File: config.mk
export PLATFORM = sky130hd
export DESIGN_NAME = regfile_writeback_arbiter
export DESIGN_NICKNAME = d
export VERILOG_FILES = /design/src/rtl/regfile_writeback_arbiter.sv
export SDC_FILE = /design/constraint.sdc
export NUM_CORES = 1
export LEC_CHECK = 0
export BUFFER_PORTS_ARGS = -buffer_cell sky130_fd_sc_hd__buf_2
export CAP_MARGIN = 15
export CORE_MARGIN = 4
export CORE_UTILIZATION = 55
export CTS_BUF_LIST = sky130_fd_sc_hd__clkbuf_4
export DETAILED_ROUTE_END_ITERATION = 7
export PLACE_DENSITY = 0.81
export REMOVE_ABC_BUFFERS = 1
export SYNTH_ARGS = -nofsm -noshare
export SYNTH_HDL_FRONTEND = slang
export SYNTH_SLANG_ARGS = --single-unit
File: constraint.sdc
create_clock -name clk -period 8.6 [get_ports clk]
set_input_delay 0 -clock clk [delete_from_list [all_inputs] [get_ports clk]]
set_output_delay 0 -clock clk [all_outputs]
set_load 0.005 [all_outputs]
File: src/rtl/regfile_writeback_arbiter.sv
// regfile_writeback_arbiter
//   Shares the single register_file write port between N_REQ writeback
//   sources using round-robin arbitration. The grant drives a registered
//   output stage. A per-register busy scoreboard stalls the issue stage
//   while any operand or destination still has a write outstanding.
//   Register 31 is read-only in register_file, so it is never tracked.
//
// Handshake: requester i holds req_valid/req_rd/req_data stable until it
//   sees req_ready[i]=1 in a cycle. The write is accepted on the rising edge
//   that ends that cycle. req_ready is one-hot or zero, and it does not
//   depend on the issue_* inputs.
//
// Ports:
//   clk, reset                  clock; asynchronous active-high reset
//   req_valid/req_rd/req_data   per-requester writeback (packed slices)
//   req_ready                   one-hot grant
//   issue_valid, issue_rs1/rs2/rd, issue_rs_en, issue_rd_en  issue probe
//   issue_stall                 instruction must not issue this cycle
//   register_write_valid, write_reg, reg_write_data  to register_file
//   pending_count               number of busy registers
module regfile_writeback_arbiter #(
  parameter int N_REQ  = 3,
  parameter int DATA_W = 32,
  parameter int PTR_W  = $clog2(N_REQ)
) (
  input  logic                    clk,
  input  logic                    reset,
  input  logic [N_REQ-1:0]        req_valid,
  input  logic [5*N_REQ-1:0]      req_rd,
  input  logic [DATA_W*N_REQ-1:0] req_data,
  output logic [N_REQ-1:0]        req_ready,
  input  logic                    issue_valid,
  input  logic [4:0]              issue_rs1,
  input  logic [4:0]              issue_rs2,
  input  logic [4:0]              issue_rd,
  input  logic [1:0]              issue_rs_en,
  input  logic                    issue_rd_en,
  output logic                    issue_stall,
  output logic                    register_write_valid,
  output logic [4:0]              write_reg,
  output logic [DATA_W-1:0]       reg_write_data,
  output logic [5:0]              pending_count
);

  logic [PTR_W-1:0]  rr_ptr_q, rr_ptr_d;
  logic [31:0]       busy_q, busy_d;  // bit 31 is held at 0
  logic              wr_valid_q, wr_valid_d;
  logic [4:0]        wr_reg_q, wr_reg_d;
  logic [DATA_W-1:0] wr_data_q, wr_data_d;
  logic [5:0]        pending_q, pending_d;

  logic              gnt_any;
  logic [PTR_W-1:0]  gnt_idx;
  logic [4:0]        sel_rd;
  logic [DATA_W-1:0] sel_data;
  logic              issue_acc, set_en, clr_en, inc, dec;

  // Rotating priority: scan from rr_ptr upward and take the first valid request.
  always_comb begin : arb
    int idx;
    gnt_any   = 1'b0;
    gnt_idx   = '0;
    sel_rd    = '0;
    sel_data  = '0;
    req_ready = '0;
    for (int k = 0; k < N_REQ; k++) begin
      idx = (int'(rr_ptr_q) + k) % N_REQ;
      if (!gnt_any && req_valid[idx]) begin
        gnt_any  = 1'b1;
        gnt_idx  = idx[PTR_W-1:0];
        sel_rd   = req_rd[5*idx +: 5];
        sel_data = req_data[DATA_W*idx +: DATA_W];
      end
    end
    if (gnt_any) req_ready[gnt_idx] = 1'b1;
  end

  // busy_q[31] is always 0, so index 31 never stalls.
  assign issue_stall = issue_valid &&
                       ((issue_rs_en[0] && busy_q[issue_rs1]) ||
                        (issue_rs_en[1] && busy_q[issue_rs2]) ||
                        (issue_rd_en    && busy_q[issue_rd]));

  assign issue_acc = issue_valid && !issue_stall;
  assign set_en    = issue_acc && issue_rd_en && (issue_rd != 5'd31);
  // The clear coincides with the register_file commit of the staged write.
  assign clr_en    = wr_valid_q;

  always_comb begin
    rr_ptr_d   = rr_ptr_q;
    wr_valid_d = 1'b0;
    wr_reg_d   = wr_reg_q;
    wr_data_d  = wr_data_q;
    if (gnt_any) begin
      rr_ptr_d   = (gnt_idx == PTR_W'(N_REQ - 1)) ? '0 : gnt_idx + PTR_W'(1);
      wr_valid_d = (sel_rd != 5'd31);
      wr_reg_d   = sel_rd;
      wr_data_d  = sel_data;
    end
  end

  // The set is applied after the clear, so the set wins on a shared index.
  // An accepted set always targets a non-busy register, because a busy rd
  // stalls. A clear only counts when it really drops a set bit that is not
  // set again on the same edge. With this, pending_count tracks popcount(busy).
  always_comb begin
    busy_d = busy_q;
    if (clr_en) busy_d[wr_reg_q] = 1'b0;
    if (set_en) busy_d[issue_rd] = 1'b1;
    busy_d[31] = 1'b0;
    inc       = set_en;
    dec       = clr_en && busy_q[wr_reg_q] && !(set_en && (issue_rd == wr_reg_q));
    pending_d = pending_q + {5'b0, inc} - {5'b0, dec};
  end

  always_ff @(posedge clk or posedge reset) begin
    if (reset) begin
      rr_ptr_q   <= '0;
      busy_q     <= '0;
      wr_valid_q <= 1'b0;
      wr_reg_q   <= '0;
      wr_data_q  <= '0;
      pending_q  <= '0;
    end else begin
      rr_ptr_q   <= rr_ptr_d;
      busy_q     <= busy_d;
      wr_valid_q <= wr_valid_d;
      wr_reg_q   <= wr_reg_d;
      wr_data_q  <= wr_data_d;
      pending_q  <= pending_d;
    end
  end

  assign register_write_valid = wr_valid_q;
  assign write_reg            = wr_reg_q;
  assign reg_write_data       = wr_data_q;
  assign pending_count        = pending_q;

endmodule
# Word level (Yosys, flattened, before mapping)
# Cells that the tools add are included.
# W data, S select, Z words.
word_totals:
  regBits: 77
  input_bits: 135
  out_inout_bits: 48
  wordCells: 102
op_classes:
  add_sub_neg: 5
  mul: 3
  n_div: 3
  n_lt_le_gt_ge: 11
  n_eq_ne: 4
  n_shift: 6
  mux: 40
  n_bitwise: 3
  n_reduce_logical: 21
ops:
  columns: ["cell", "count"]
  rows:
  - ["$shiftx A96 B32 Y32", 3]
  - ["$lt A32 B4 Y1 const B", 3]
  - ["$mul A4 B32 Y32 const A", 3]
  - ["$mux W32", 3]
  - ["$shiftx A15 B32 Y5", 3]
  - ["$mod A32 B3 Y32 const B", 2]
  - ["$mux W31", 2]
  - ["$mod A3 B3 Y32 const B", 1]
  - ["$and A31 B31 Y31", 1]
  - ["$not A31 Y31", 1]
  - ["$or A31 B31 Y31", 1]
  - ["$lt A5 B6 Y1 const B", 4]
  - ["$bmux W1 S5", 4]
  - ["$mux W1", 17]
  - ["$logic_and A1 B1 Y1", 15]
  - ["$mux W5", 3]
  - ["$demux W1 S5", 2]
  - ["$ge A5 B1 Y1 const B", 2]
  - ["$ne A5 B5 Y1 const B", 2]
  - ["$mux W2", 4]
  - ["$add A6 B1 Y6", 1]
  - ["$bmux W1 S2", 3]
  - ["$sub A6 B1 Y6", 1]
  - ["$eq A5 B5 Y1", 1]
  - ["10 further kinds", 14]

# Logic depth before layout (Yosys ltp)
depth:
  ltp_word: 16
  depth_mapped: 15
  ltp_nobuf: 14

# Worst setup path after synthesis
# Ideal clock, no wire load.
synth_path:
  path_type: "register -> register"
  start: "reg busy_q[10]"
  end: "reg pending_q[4], in the netlist pending_count[4]"
  setup_time_ps: 80
  arrival_ps: 3503
  required_ps: 8520
  setup_slack_ps: 5017
  path_stages_with_launch: 14
  path_buffers: 0
  period_less_slack_ps: 3583
  cell_sequence: "dfrtp_1 > mux4_2 > nor2b_1 > a2111oi_2 > and4b_1 > a311o_4 > a311o_1 > ha_1 > inv_1 > ha_1 > fa_1 > a21o_1 > a21oi_1 > xnor2_1"
synth_between:
  elab_chain_len: 14
  word_cells_on_any_way: 24
  classes_between: "add/sub: 2; mux: 8; reduce/logical: 14"
synth_lines:
  columns: ["item", "line", "text"]
  rows:
  - ["from (decl)", "46", "logic [31:0] busy_q, busy_d;"]
  - ["from (signal assigned)", "126", "busy_q <= busy_d;"]
  - ["branches (longest 13 deep; another with $add A6 B1 Y6)", null, null]
  - ["$sub A6 B1 Y6 *", "113", "pending_d = pending_q + {5'b0, inc} - {5'b0, dec};"]
  - ["named net pending_d[4]", "50", "logic [5:0] pending_q, pending_d;"]
  - ["to (signal assigned)", "130", "pending_q <= pending_d;"]
  - ["to (decl)", "50", null]
# Mark *: on every way through the listed nets, which the timed path passes. The select of a mux whose other input is x is not followed.
# A chain may end at the register's enable or synchronous reset.

# Worst setup path after layout
layout_path:
  start: "reg rr_ptr_q[1]"
  end: "out req_ready[0]"
layout_between:
  elab_chain_len: 16
  word_cells_on_any_way: 30
  classes_between: "add/sub: 2; div: 3; order compare: 2; mux: 18; reduce/logical: 5"
layout_lines:
  columns: ["item", "line", "text"]
  rows:
  - ["from (decl)", "45", "logic [PTR_W-1:0] rr_ptr_q, rr_ptr_d;"]
  - ["from (signal assigned)", "125", "rr_ptr_q <= rr_ptr_d;"]
  - ["branches (longest 15 deep; another with $mod A32 B3 Y32)", null, null]
  - ["$mux W3 *", "75", "if (gnt_any) req_ready[gnt_idx] = 1'b1;"]
  - ["to (decl)", "31", "output logic [N_REQ-1:0] req_ready,"]
# Every way passes the cells marked *. The select of a mux whose other input is x is not followed.

==> metrics <==
outcome finished clean; Worst Hold End reg_write_data[9]; Max transition margin 22.0%; R2R cell count 12; Clk Latency, worst-skew pair 0.46 ns; setup slack, reg-to-reg 4.36 ns; synth warn 0; die width 128 µm; unrepaired setup endpoints after global routing no; total CTS buffers 9; pin count of the biggest net entering global routing 78; Tot Pwr 3.84 mW; GP Congestion 0.966; WHS Path Cells 4; IO Pins 183; Initial DRT Pass Iterations 5; GRT Total Usage 31.2%; clock sinks 77; crit path max-delay cell type ha_2; die area 16400 µm²; final core area utilization 66.6%; Syn Area/Cell 8.14 µm²; PD cells 412 nW/µm²; cell chain of the critical path inv_1 -> ha_2 -> and2_1 -> buf_4 -> o2bb2ai_2 -> buf_4 -> or3_1 -> buf_4 -> and3_1 -> buf_2; first-pass GRT wire length 41.7 mm; Yosys reg bits 77; Slew Viols, Final 0; Final Cycle Share 52.2%; input/output buffers 182; TritonCTS clock tree done; clock network power share 5.1%; Comb pwr share 74.8%; delay-heaviest family, CP buffers and inverters; Peak VDD IR 332 µV; Final setup viols 0; Top cell by count, worst path buf_4; Hold Crit Class in2reg; Post-Synthesis Cells 974; Core ar. 14000 µm²; internal cell power 1.87 mW; Cell variety after synth 60; post-CTS setup buffer count 0; Final Skew 0.0114 ns; FF-to-FF End register_write_valid; Worst R2R Start rr_ptr_q[1]; Final Hold Viols 0; crit path launch type register; Vias 8648; Area Overhead vs Synth 17.6%; share of layout cells above drive strength 1 23.3%; Crit Path Max Fanout 50; dpl hpwl 17.7 mm; fmax 223 MHz; Lkg Pwr 4.11 nW; critical hold path startpoint req_data[41]; Worst EP required 8.60 ns; WS Path Type reg2out; post-synthesis sequential area ratio 24.3%; DIE HEIGHT 128 µm; Max Buffers Root-to-Sink 2; drc violations 0; Tightest Pin Transition 1.16 ns; min Tclk post-route 4.49 ns; n_diodes 0; total gr overflow 0; CP peak stage delay 0.93 ns; Netlist Area Pre-Place 7920 µm²; post-DR vias/cell 6.58; Worst-path clk slew 0.13 ns; switching fraction of total power 51.2%; Initial Util 56.6%; number of DRC markers in iteration 0 1094; Nets 1284; Setup TNS 0 ns; P_sw 1.96 mW; initial antenna violation count 1; CP Buf/Inv Count 5; post-synthesis async set-or-reset flop share 100%; clock root buffer clkbuf_4; Critical Path AT 4.49 ns; num rows 43; mean routed wirelength per cell 19.8 µm; Worst Setup End Kind output pin; drt total wl 26.0 mm; vias in the first global route 8261; H-tree depth 3; remaining antenna violation count 0; Max Cap Viol 0; predominant post-synthesis flop cell dfrtp_1; number of synthesized flops with an enable pin 0; share of power burned in registers 20.1%; max reg flops 32
layer usage:
metal	global-route usage (%)	vias to the layer above	wire length (µm)
met5	0	-	12
met4	11.0	2	891
met3	8.21	79	2660
met2	52.8	557	12500
met1	38.6	4107	9970
li1	-	3903	-
how the worst max path moves through the flow:
stage	slack (ns)	end	startpoint	depth (start not counted)
floorplan	1.79	register_write_valid	rr_ptr_q[0]	8
global placement	4.58	register_write_valid	rr_ptr_q[1]	13
detailed placement	4.48	register_write_valid	rr_ptr_q[1]	13
CTS	4.13	req_ready[0]	rr_ptr_q[1]	10
global route	3.77	req_ready[0]	rr_ptr_q[1]	10
finish	4.11	req_ready[0]	rr_ptr_q[1]	10
what timing repair did:
action                                 4_1_cts  5_1_grt
gates resized for setup                      0        0
hold buffers                                37        0
endpoints found under the hold margin      132        0
cells in the final DEF (no fill, tap or decap), types with 4 or more instances in the layout:
master | netlist | final
ha_1 | 16 | 12
inv_1 | 24 | 23
nand2_1 | 91 | 91
and3_1 | 6 | 6
mux2_2 | 5 | 5
mux4_2 | 31 | 31
nor3b_1 | 6 | 6
buf_4 | 1 | 13
nor2_1 | 115 | 114
o22ai_1 | 37 | 37
a22o_1 | 5 | 5
nor3_1 | 5 | 5
nand3b_1 | 7 | 7
dfrtp_1 | 77 | 77
nand3_1 | 14 | 14
xnor2_1 | 7 | 7
dlygate4sd3_1 | 0 | 37
mux2i_1 | 119 | 119
o21ai_1 | 30 | 30
a31oi_1 | 32 | 32
buf_2 | 8 | 182
a21o_1 | 6 | 6
o21ai_0 | 81 | 81
o22a_1 | 32 | 32
a21oi_1 | 71 | 71
clkinv_2 | 0 | 4
clkbuf_4 | 0 | 10
and2_1 | 6 | 6
nor2b_1 | 8 | 7
power by group through the flow:
stage | registers (mW) | clock network, mW | logic, mW
6_report | 0.771 | 0.197 | 2.87
2_1_floorplan | 0.707 | 0 | 2.15
4_1_cts | 0.764 | 0.202 | 2.82
3_3_place_gp | 0.765 | 0 | 2.74
3_5_place_dp | 0.770 | 0 | 2.80
5_1_grt | 0.793 | 0.219 | 3.14
per-stage QoR:
step,setup slack [ns],area [µm²],hold WS (ns),cells
detailed placement,4.48,8830,0.315,1261
CTS,4.13,9320,0.00632,1314
global route,3.77,9320,0.0195,1315
floorplan,1.79,7540,0.0879,886
global placement,4.58,8830,0.313,1261
finish,4.11,9320,0.0273,1315
logic make-up (layout without fill, tap and decap cells):
kind of cell | count (synthesis) | count (layout) | synth area share (%)
buf+inv | 112 | 273 | 5.95
mux | 155 | 155 | 24.6
xor+xnor | 9 | 9 | 0.995
flops | 77 | 77 | 24.3
fa+ha+maj | 19 | 19 | 3.28
compound gates | 331 | 331 | 25.8
simple gates | 271 | 271 | 15.0
layout make-up:
cell class	count	area, µm²
Tap cell	180	225
Inverter	24	91.3
Clock buffer	10	75.1
Multi-Input combinational cell	785	5580
Fill cell	1196	4670
Sequential cell	77	1930
Timing Repair Buffer	233	1380
Clock inverter	6	40.0
Yosys cell counts (3+ instances only):
cell	instances	area (µm²)
dfrtp_1	77	1930
nor2b_1	8	50.1
a211o_1	3	26.3
o221ai_1	3	26.3
buf_6	5	56.3
ha_1	16	200
nand2_1	91	342
mux2_2	5	56.3
buf_1	17	63.8
a22oi_1	3	22.5
nand3b_1	7	52.6
inv_1	24	90.1
nor3b_1	6	45.0
and2_1	6	37.5
o22ai_1	37	231
nand2b_1	3	18.8
o31a_1	3	26.3
a2bb2oi_1	3	26.3
o2bb2ai_1	3	26.3
a22o_1	5	43.8
o21ai_0	81	405
a31oi_1	32	200
o22a_1	32	280
fa_1	3	60.1
o21ai_1	30	150
a21oi_1	71	355
nor2_1	115	432
clkbuf_1	57	214
mux4_2	31	698
mux2i_1	119	1190
nor3_1	5	25.0
xnor2_1	7	61.3
and3_1	6	37.5
nand3_1	14	70.1
buf_2	8	40.0
a21o_1	6	45.0
tightest hold or removal path, stage by stage:
cell and delay, ns:
buf_2 0.11, a21oi_1 0.06, o22ai_1 0.15, o22a_1 0.15
(Power assumes the default switching activity.)
